`config.mk`:
```
export PLATFORM = sky130hd
export DESIGN_NAME = mem_arbiter
export DESIGN_NICKNAME = d
export VERILOG_FILES = /design/src/rtl/mem_arbiter.sv
export SDC_FILE = /design/constraint.sdc
export NUM_CORES = 1
export LEC_CHECK = 0
export ABC_AREA = 1
export ABC_CLOCK_PERIOD_IN_PS = 2000
export CAP_MARGIN = 0
export CORE_AREA = 4 4 101 103
export DETAILED_ROUTE_END_ITERATION = 7
export DIE_AREA = 0 0 105 107
export GPL_TIMING_DRIVEN = 0
export PLACE_DENSITY = 0.7
export REMOVE_ABC_BUFFERS = 1
export SYNTH_ARGS = -nofsm -noshare
export SYNTH_HDL_FRONTEND = slang
export SYNTH_SLANG_ARGS = --single-unit
```
`constraint.sdc`:
```
create_clock -name CLK -period 2 [get_ports CLK]
set_input_delay 0.4 -clock CLK [delete_from_list [all_inputs] [get_ports CLK]]
set_output_delay 0.4 -clock CLK [all_outputs]
set_load 0.05 [all_outputs]
```
`src/rtl/mem_arbiter.sv`:
```
// -----------------------------------------------------------------------------
// mem_arbiter
//
// Arbitrates between the instruction cache port and the data cache port for
// the single shared ram channel. A registered grant (IDLE / GNT_I / GNT_D)
// selects the owner. The grant is held until the ram reports ACCESS or ERROR,
// or until the owner drops its request. Ties are broken round-robin against
// the last port that completed.
//
// Optional feature: define MEM_ARB_WATCHDOG_EN to add a grant watchdog. When
// it is enabled, a grant that sees no ACCESS/ERROR for WD_LIMIT cycles is
// force-completed. The owner is released with load=0 and merr is pulsed.
//
// Ports:
//   CLK, nRST            clock, asynchronous active-low reset
//   iREN, iaddr          instruction read request / address
//   iwait, iload         instruction stall (0 = iload valid) / read data
//   dREN, dWEN           data read / write request (both high = write)
//   daddr, dstore        data address / write value
//   dwait, dload         data stall (0 = access completes) / read data
//   ramREN, ramWEN       ram read / write enable
//   ramaddr, ramstore    ram address / write data
//   ramload, ramstate    ram read data / status (FREE, BUSY, ACCESS, ERROR)
//   merr                 one-cycle pulse on ERROR completion or watchdog fire
// -----------------------------------------------------------------------------
module mem_arbiter #(
  parameter int ADDR_W   = 32,
  parameter int DATA_W   = 32,
  parameter int WD_LIMIT = 255
) (
  input  logic              CLK,
  input  logic              nRST,
  input  logic              iREN,
  input  logic [ADDR_W-1:0] iaddr,
  output logic              iwait,
  output logic [DATA_W-1:0] iload,
  input  logic              dREN,
  input  logic              dWEN,
  input  logic [ADDR_W-1:0] daddr,
  input  logic [DATA_W-1:0] dstore,
  output logic              dwait,
  output logic [DATA_W-1:0] dload,
  output logic              ramREN,
  output logic              ramWEN,
  output logic [ADDR_W-1:0] ramaddr,
  output logic [DATA_W-1:0] ramstore,
  input  logic [DATA_W-1:0] ramload,
  input  logic [1:0]        ramstate,
  output logic              merr
);

  typedef enum logic [1:0] {IDLE, GNT_I, GNT_D} state_t;
  typedef enum logic {PORT_I, PORT_D} port_t;

  localparam logic [1:0] RAM_ACCESS = 2'd2;
  localparam logic [1:0] RAM_ERROR  = 2'd3;

  // A zero limit would fire the watchdog on the first grant cycle.
  if (WD_LIMIT < 1) begin : g_bad_wd_limit
    $error("mem_arbiter: WD_LIMIT must be at least 1");
  end

  state_t r_state;
  port_t  r_last;

  logic w_d_req;
  logic w_own_req;
  logic w_access;
  logic w_error;
  logic w_done_ok;
  logic w_wd_fire;
  logic w_release;

  assign w_d_req  = dREN | dWEN;
  assign w_access = (ramstate == RAM_ACCESS);
  assign w_error  = (ramstate == RAM_ERROR);

  // Only a requesting owner can complete. A dropped request is an abort.
  always_comb begin
    w_own_req = 1'b0;
    case (r_state)
      GNT_I:   w_own_req = iREN;
      GNT_D:   w_own_req = w_d_req;
      default: w_own_req = 1'b0;
    endcase
  end

  assign w_done_ok = w_own_req & (w_access | w_error);

`ifdef MEM_ARB_WATCHDOG_EN
  localparam int WD_W = $clog2(WD_LIMIT + 1);
  logic [WD_W-1:0] r_wd_cnt;

  assign w_wd_fire = w_own_req & ~(w_access | w_error) &
                     (r_wd_cnt == WD_W'(WD_LIMIT));

  // Every release (completion, abort, watchdog) changes state, so the
  // counter only keeps counting while the same grant keeps waiting.
  always_ff @(posedge CLK or negedge nRST) begin
    if (!nRST) begin
      r_wd_cnt <= '0;
    end else if (w_own_req && !w_done_ok && !w_wd_fire) begin
      r_wd_cnt <= r_wd_cnt + WD_W'(1);
    end else begin
      r_wd_cnt <= '0;
    end
  end
`else
  assign w_wd_fire = 1'b0;
`endif

  assign w_release = w_done_ok | w_wd_fire;
  assign merr      = (w_own_req & w_error) | w_wd_fire;

  // Ram side and cache side outputs are combinational from the grant state
  // and the live port inputs. This makes an abort drop the enables in the
  // same cycle.
  always_comb begin
    ramREN   = 1'b0;
    ramWEN   = 1'b0;
    ramaddr  = '0;
    ramstore = '0;
    iwait    = iREN;
    dwait    = w_d_req;
    iload    = '0;
    dload    = '0;
    case (r_state)
      GNT_I: begin
        ramREN  = iREN;
        ramaddr = iaddr;
        iwait   = iREN & ~w_release;
        iload   = (w_own_req & w_access) ? ramload : '0;
      end
      GNT_D: begin
        // A write takes precedence when both enables are high.
        ramREN   = dREN & ~dWEN;
        ramWEN   = dWEN;
        ramaddr  = daddr;
        ramstore = dstore;
        dwait    = w_d_req & ~w_release;
        dload    = (w_own_req & w_access) ? ramload : '0;
      end
      default: ;
    endcase
  end

  // Grant FSM.
  always_ff @(posedge CLK or negedge nRST) begin
    if (!nRST) begin
      r_state <= IDLE;
      r_last  <= PORT_I;
    end else begin
      case (r_state)
        IDLE: begin
          if (w_d_req && iREN) begin
            r_state <= (r_last == PORT_I) ? GNT_D : GNT_I;
          end else if (w_d_req) begin
            r_state <= GNT_D;
          end else if (iREN) begin
            r_state <= GNT_I;
          end
        end
        GNT_I: begin
          if (!iREN) begin
            r_state <= IDLE;
          end else if (w_done_ok) begin
            r_last  <= PORT_I;
            r_state <= w_d_req ? GNT_D : IDLE;
          end else if (w_wd_fire) begin
            r_last  <= PORT_I;
            r_state <= IDLE;
          end
        end
        GNT_D: begin
          if (!w_d_req) begin
            r_state <= IDLE;
          end else if (w_done_ok) begin
            r_last  <= PORT_D;
            r_state <= iREN ? GNT_I : IDLE;
          end else if (w_wd_fire) begin
            r_last  <= PORT_D;
            r_state <= IDLE;
          end
        end
        default: r_state <= IDLE;
      endcase
    end
  end

endmodule

```
### After elaboration in Yosys (flattened, before gate mapping)

Cells that the tools add are included.

| operators by class | value |
|---|---|
| reductions and logical operators | 5 |
| mux-type cells | 26 |
| equality and inequality tests | 11 |
| bitwise logic cells | 10 |

Operators with widths:

| kind | count |
|---|---|
| $mux 32 | 4 |
| $pmux 32 s2 | 1 |
| $mux 2 | 9 |
| $mux 1 | 8 |
| $ne 2x2->1 const B | 4 |
| $and 1x1->1 | 6 |
| $eq 2x2->1 const B | 3 |
| $ne 3x3->1 const B | 2 |
| $pmux 1 s2 | 3 |
| $pmux 2 s3 | 1 |
| $reduce_and 5->1 | 1 |
| $ne 4x4->1 const B | 1 |
| $reduce_and 3->1 | 1 |
| $eq 2x1->1 const B | 1 |
| $logic_not 2->1 | 1 |
| $not 1->1 | 2 |
| $or 1x1->1 | 2 |
| $reduce_bool 2->1 | 1 |
| $logic_and 1x1->1 | 1 |

| storage, ports and cells | value |
|---|---|
| flip-flop bits (word level) | 3 |
| input bits | 135 |
| output and inout bits | 133 |

### Longest topological paths before layout

| depth | value |
|---|---|
| depth in word-level cells | 6 |
| depth in mapped cells | 9 |
| mapped depth without buffers | 8 |

### Worst setup path before layout

No wires, ideal clock.

| path | value |
|---|---|
| path type | register to output |
| from | register r_state[0] |
| to | output port dload[10] |
| path slack | -333 ps |
| arrival time | 1933 ps |
| stages on the path, launching flop included | 8 |
| buffers on the path | 1 |
| cell sequence | dfrtp_1 > inv_1 > ha_1 > nand2_2 > inv_1 > clkbuf_8 > nand4_2 > nor2_1 |

| between the ends | value |
|---|---|
| word-level cells in the longest chain between the ends | 5 |

RTL lines:

| what | line | RTL |
|---|---|---|
| start, declared | 63 | `state_t r_state;` |
| start signal, assigned | 156 | `r_state <= (r_last == PORT_I) ? GNT_D : GNT_I;` |
| start signal, assigned | 168 | `r_state <= w_d_req ? GNT_D : IDLE;` |
| start signal, assigned | 179 | `r_state <= iREN ? GNT_I : IDLE;` |
| $eq 2x2->1 or $eq 2x1->1 (tied branches) | 81, 127 |  |
| $pmux 1 s2 | 81 | `case (r_state)` |
| $and 1x1->1 | 141 | `dload = (w_own_req & w_access) ? ramload : '0;` |
| $mux 32 | 141 |  |
| $mux 32 * | 127 | `case (r_state)` |
| end, declared | 42 | `output logic [DATA_W-1:0] dload,` |

Mark *: on every way between the ends. The rest lies on a longest branch, timed or not.

### Worst setup path in the final report

| path | value |
|---|---|
| from | register r_state[0] |
| to | output port dload[2] |

Same word-level chain as after synthesis.

==> results_dict.tcl <==
set metrics [dict create \
    core_rows 35 \
    dp.final_hpwl_um 8020 \
    finalWeightedCongestion 0.839 \
    max_stage_delay_on_crit_path_ns 0.37 \
    detail-route-antenna-nets 0 \
    floorplan.core_area_mm2 0.00920 \
    netlist_top_cells_count "nand2_1, nor2_1, inv_1" \
    endpoint_kind "output pin" \
    synth.area.top_cells "nand2_1, nand4_2, nor2_1, a21oi_1, inv_1" \
    timing.slew.headroom_pct 69.2 \
    critical_path.most_common_cell "buf_6" \
    groute.usage.overall_pct 22.6 \
    worst_skew_pair.late_latency_ns 0.22 \
    synth_seq_cells 3 \
    syn_to_final_growth_pct 244 \
    grt_first_pass_wirelength_um 20400 \
    swShare_pct 57.7 \
    fin_ws_ns -0.504 \
    peakVddDrop_uv 645 \
    finalCritPeriodShare_pct 125 \
    synth_seq_area_share_pct 3.97 \
    seq_power_share_pct 1.4 \
    worstSetupStartpointType "flip-flop" \
    ios 268 \
    grt_start_max_net_pins 35 \
    period_needed_ns 2.50 \
    worst_clock_skew_ns 0.00241 \
    crit_path_cell_trace "clkinvlp_4, ha_4, buf_6, nand2_8, buf_6, buf_12, buf_12, inv_8, nand4_4, nor2_2, buf_6" \
    hold_buffers 0 \
    post-synth-top-count-cell "nand2_1" \
    tritoncts_clock_tree "built" \
    post-synth-top-area-fraction_pct 22.4 \
    cts-root-to-sink-buffers 2 \
    critical_path_arrival_ns 2.10 \
    power.density_cell_area_mw_per_mm2 1210 \
    outcome "finished, violations left" \
    diodes 0 \
    grt_setup_unrepaired "yes" \
    avgSynthCellArea_um2 5.47 \
    cts-buffers-inserted 3 \
    maxSlewViolCount 0 \
    worst_slew_pin_slew_ns 0.463 \
    worstPathBufferInverterCount 7 \
    timing.critical_path.max_delay_family "buffers and inverters" \
    h-tree-depth 1 \
    setup_viol 100 \
    postSynth.asyncResetShare_pct 100 \
    synthFlopType "dfrtp_1" \
    seqCellArea_um2 77.6 \
    timing.setup.critical_path_class "reg -> out" \
    start_util_pct 20.6 \
    netlist_instances 346 \
    path_clk_slew_ns 0.03 \
    holdCritPathClass "in -> async" \
    detail_route.iter0.violations 133 \
    multi_input_area_mm2 0.00225 \
    dpl-instance-area_mm2 0.00448 \
    detail_route.first_pass.iterations 5 \
    cellLeakagePower_nw 2.85 \
    grt_antenna_before_repair 0 \
    maxClockFrequency_mhz 399 \
    synth_top_cell_by_area "nand2_1" \
    worstPathMaxFanout 4 \
    cts_num_sinks 3 \
    post-route-cell-area_mm2 0.00650 \
    postLayoutCoreUtil_pct 70.7 \
    vertical_die_dimension_um 107 \
    dp_worst_setup_slack_ns -2.07 \
    place.detailed.instances 694 \
    num-fill-cells 666 \
    die_area_mm2 0.0112 \
    io_buffer_count 267 \
    finalSetupTns_ns -32.03 \
    post_layout_nonfiller_instances 781 \
    p_int_mw 3.32 \
    hold-worst-slack_ns 0.362 \
    nNetsFinal 811 \
    cp.required_ns 1.60 \
    routed_wire_length_per_instance_um 18.1 \
    route.vias.total 3664 \
    max_cap_violations 0 \
    crit_slowest_cell "dfrtp_2" \
    p_switching_mw 4.53 \
    drt-total-wl_um 14200 \
    failed_checks "negative setup slack" \
    post_route_cells_drive_above_1_share_pct 58.1 \
    share_comb_of_total_power_pct 96.2 \
    netlist_area_mm2 0.00189 \
    ys.warnings.count 0 \
    synth_edf_count 0 \
    p_total_mw 7.85 \
    cts.root.buffer_cell "clkbuf_8" \
    number_of_global_route_vias_before_repair 3832 \
    avgViaCountPerCell 4.69 \
    drcViolationCount 0 \
    synthDistinctLibCells 22 \
    global_route_congestion_overflow_total 0 \
    die_x_um 105 \
    timing_hold_violations_final 0 \
    clockPowerShare_pct 2.3 \
]
==> power by group through the flow <==
stage	combinational [mW]	sequential (mW)	clock [mW]
after floorplan	2.75	0.108	0
after global placement	4.19	0.114	0
after detailed placement	4.22	0.117	0
after CTS	6.68	0.111	0.189
after global routing	7.89	0.114	0.196
final	7.55	0.111	0.184
==> cell usage in the layout (no fill, tap or decap), drive strengths merged, types with 3 or more instances in the layout <==
cell type	count
a21oi	35
dlygate4sd2	3
nor2	68
buf	198
nand4	32
clkdlybuf4s50	131
inv	43
nand3	4
dfrtp	3
ha	5
clkbuf	15
o21ai	5
clkinvlp	5
nand2	120
==> cells by family after synthesis <==
group           after synthesis  share of synthesized area (%)
compound gates               41                           11.0
flops                         3                           3.97
fa+ha+maj                     5                           3.30
buf+inv                      75                           20.7
simple gates                222                           61.1
==> registers in the layout (all words and copies together) (netlist names) <==
register  cells
r_state       2
r_last        1
==> metal layers <==
| metal | global-route usage [%] | wire, um | vias up |
|---|---|---|---|
| li1 | - | - | 1738 |
| met3 | 7.77 | 1320 | 19 |
| met5 | 0 | 0 | - |
| met1 | 23.6 | 4950 | 1717 |
| met4 | 5.72 | 228 | 0 |
| met2 | 43.1 | 7680 | 190 |
==> repair_timing <==
| item | in CTS | in global routing |
|---|---|---|
| cloned | 9 | 0 |
| buffers inserted | 57 | 21 |
| pin swaps | 37 | 55 |
| gates resized for setup | 1064 | 105 |
| setup endpoints to repair | 136 | 133 |
==> path summary, 6_finish.rpt <==
| path | slack [ns] | end | startpoint | cells after the start |
|---|---|---|---|---|
| setup / recovery | -0.50 | dload[2] | r_state[0]$_DFFE_PN0P_ | 11 |
| hold / removal | 0.36 | r_last$_DFFE_PN0P_ | nRST | 1 |
| setup reg to reg | 0.07 | r_state[1]$_DFFE_PN0P_ | r_state[0]$_DFFE_PN0P_ | 11 |
| hold reg to reg | 0.51 | r_last$_DFFE_PN0P_ | r_last$_DFFE_PN0P_ | 2 |
| max in group asynchronous | 1.48 | r_state[0]$_DFFE_PN0P_ | nRST | 1 |
| min in group CLK | 0.51 | r_last$_DFFE_PN0P_ | r_last$_DFFE_PN0P_ | 2 |
==> layout make-up <==
cell class / instances / share of cell area [%]
Timing Repair inverter: 5 / 1.04
Clock buffer: 4 / 0.692
Multi-Input combinational cell: 270 / 34.6
Timing Repair Buffer: 343 / 57.0
Sequential cell: 3 / 1.19
Inverter: 45 / 3.31
Tap cell: 111 / 2.14
Note: power is estimated with default switching activity, not from simulation.
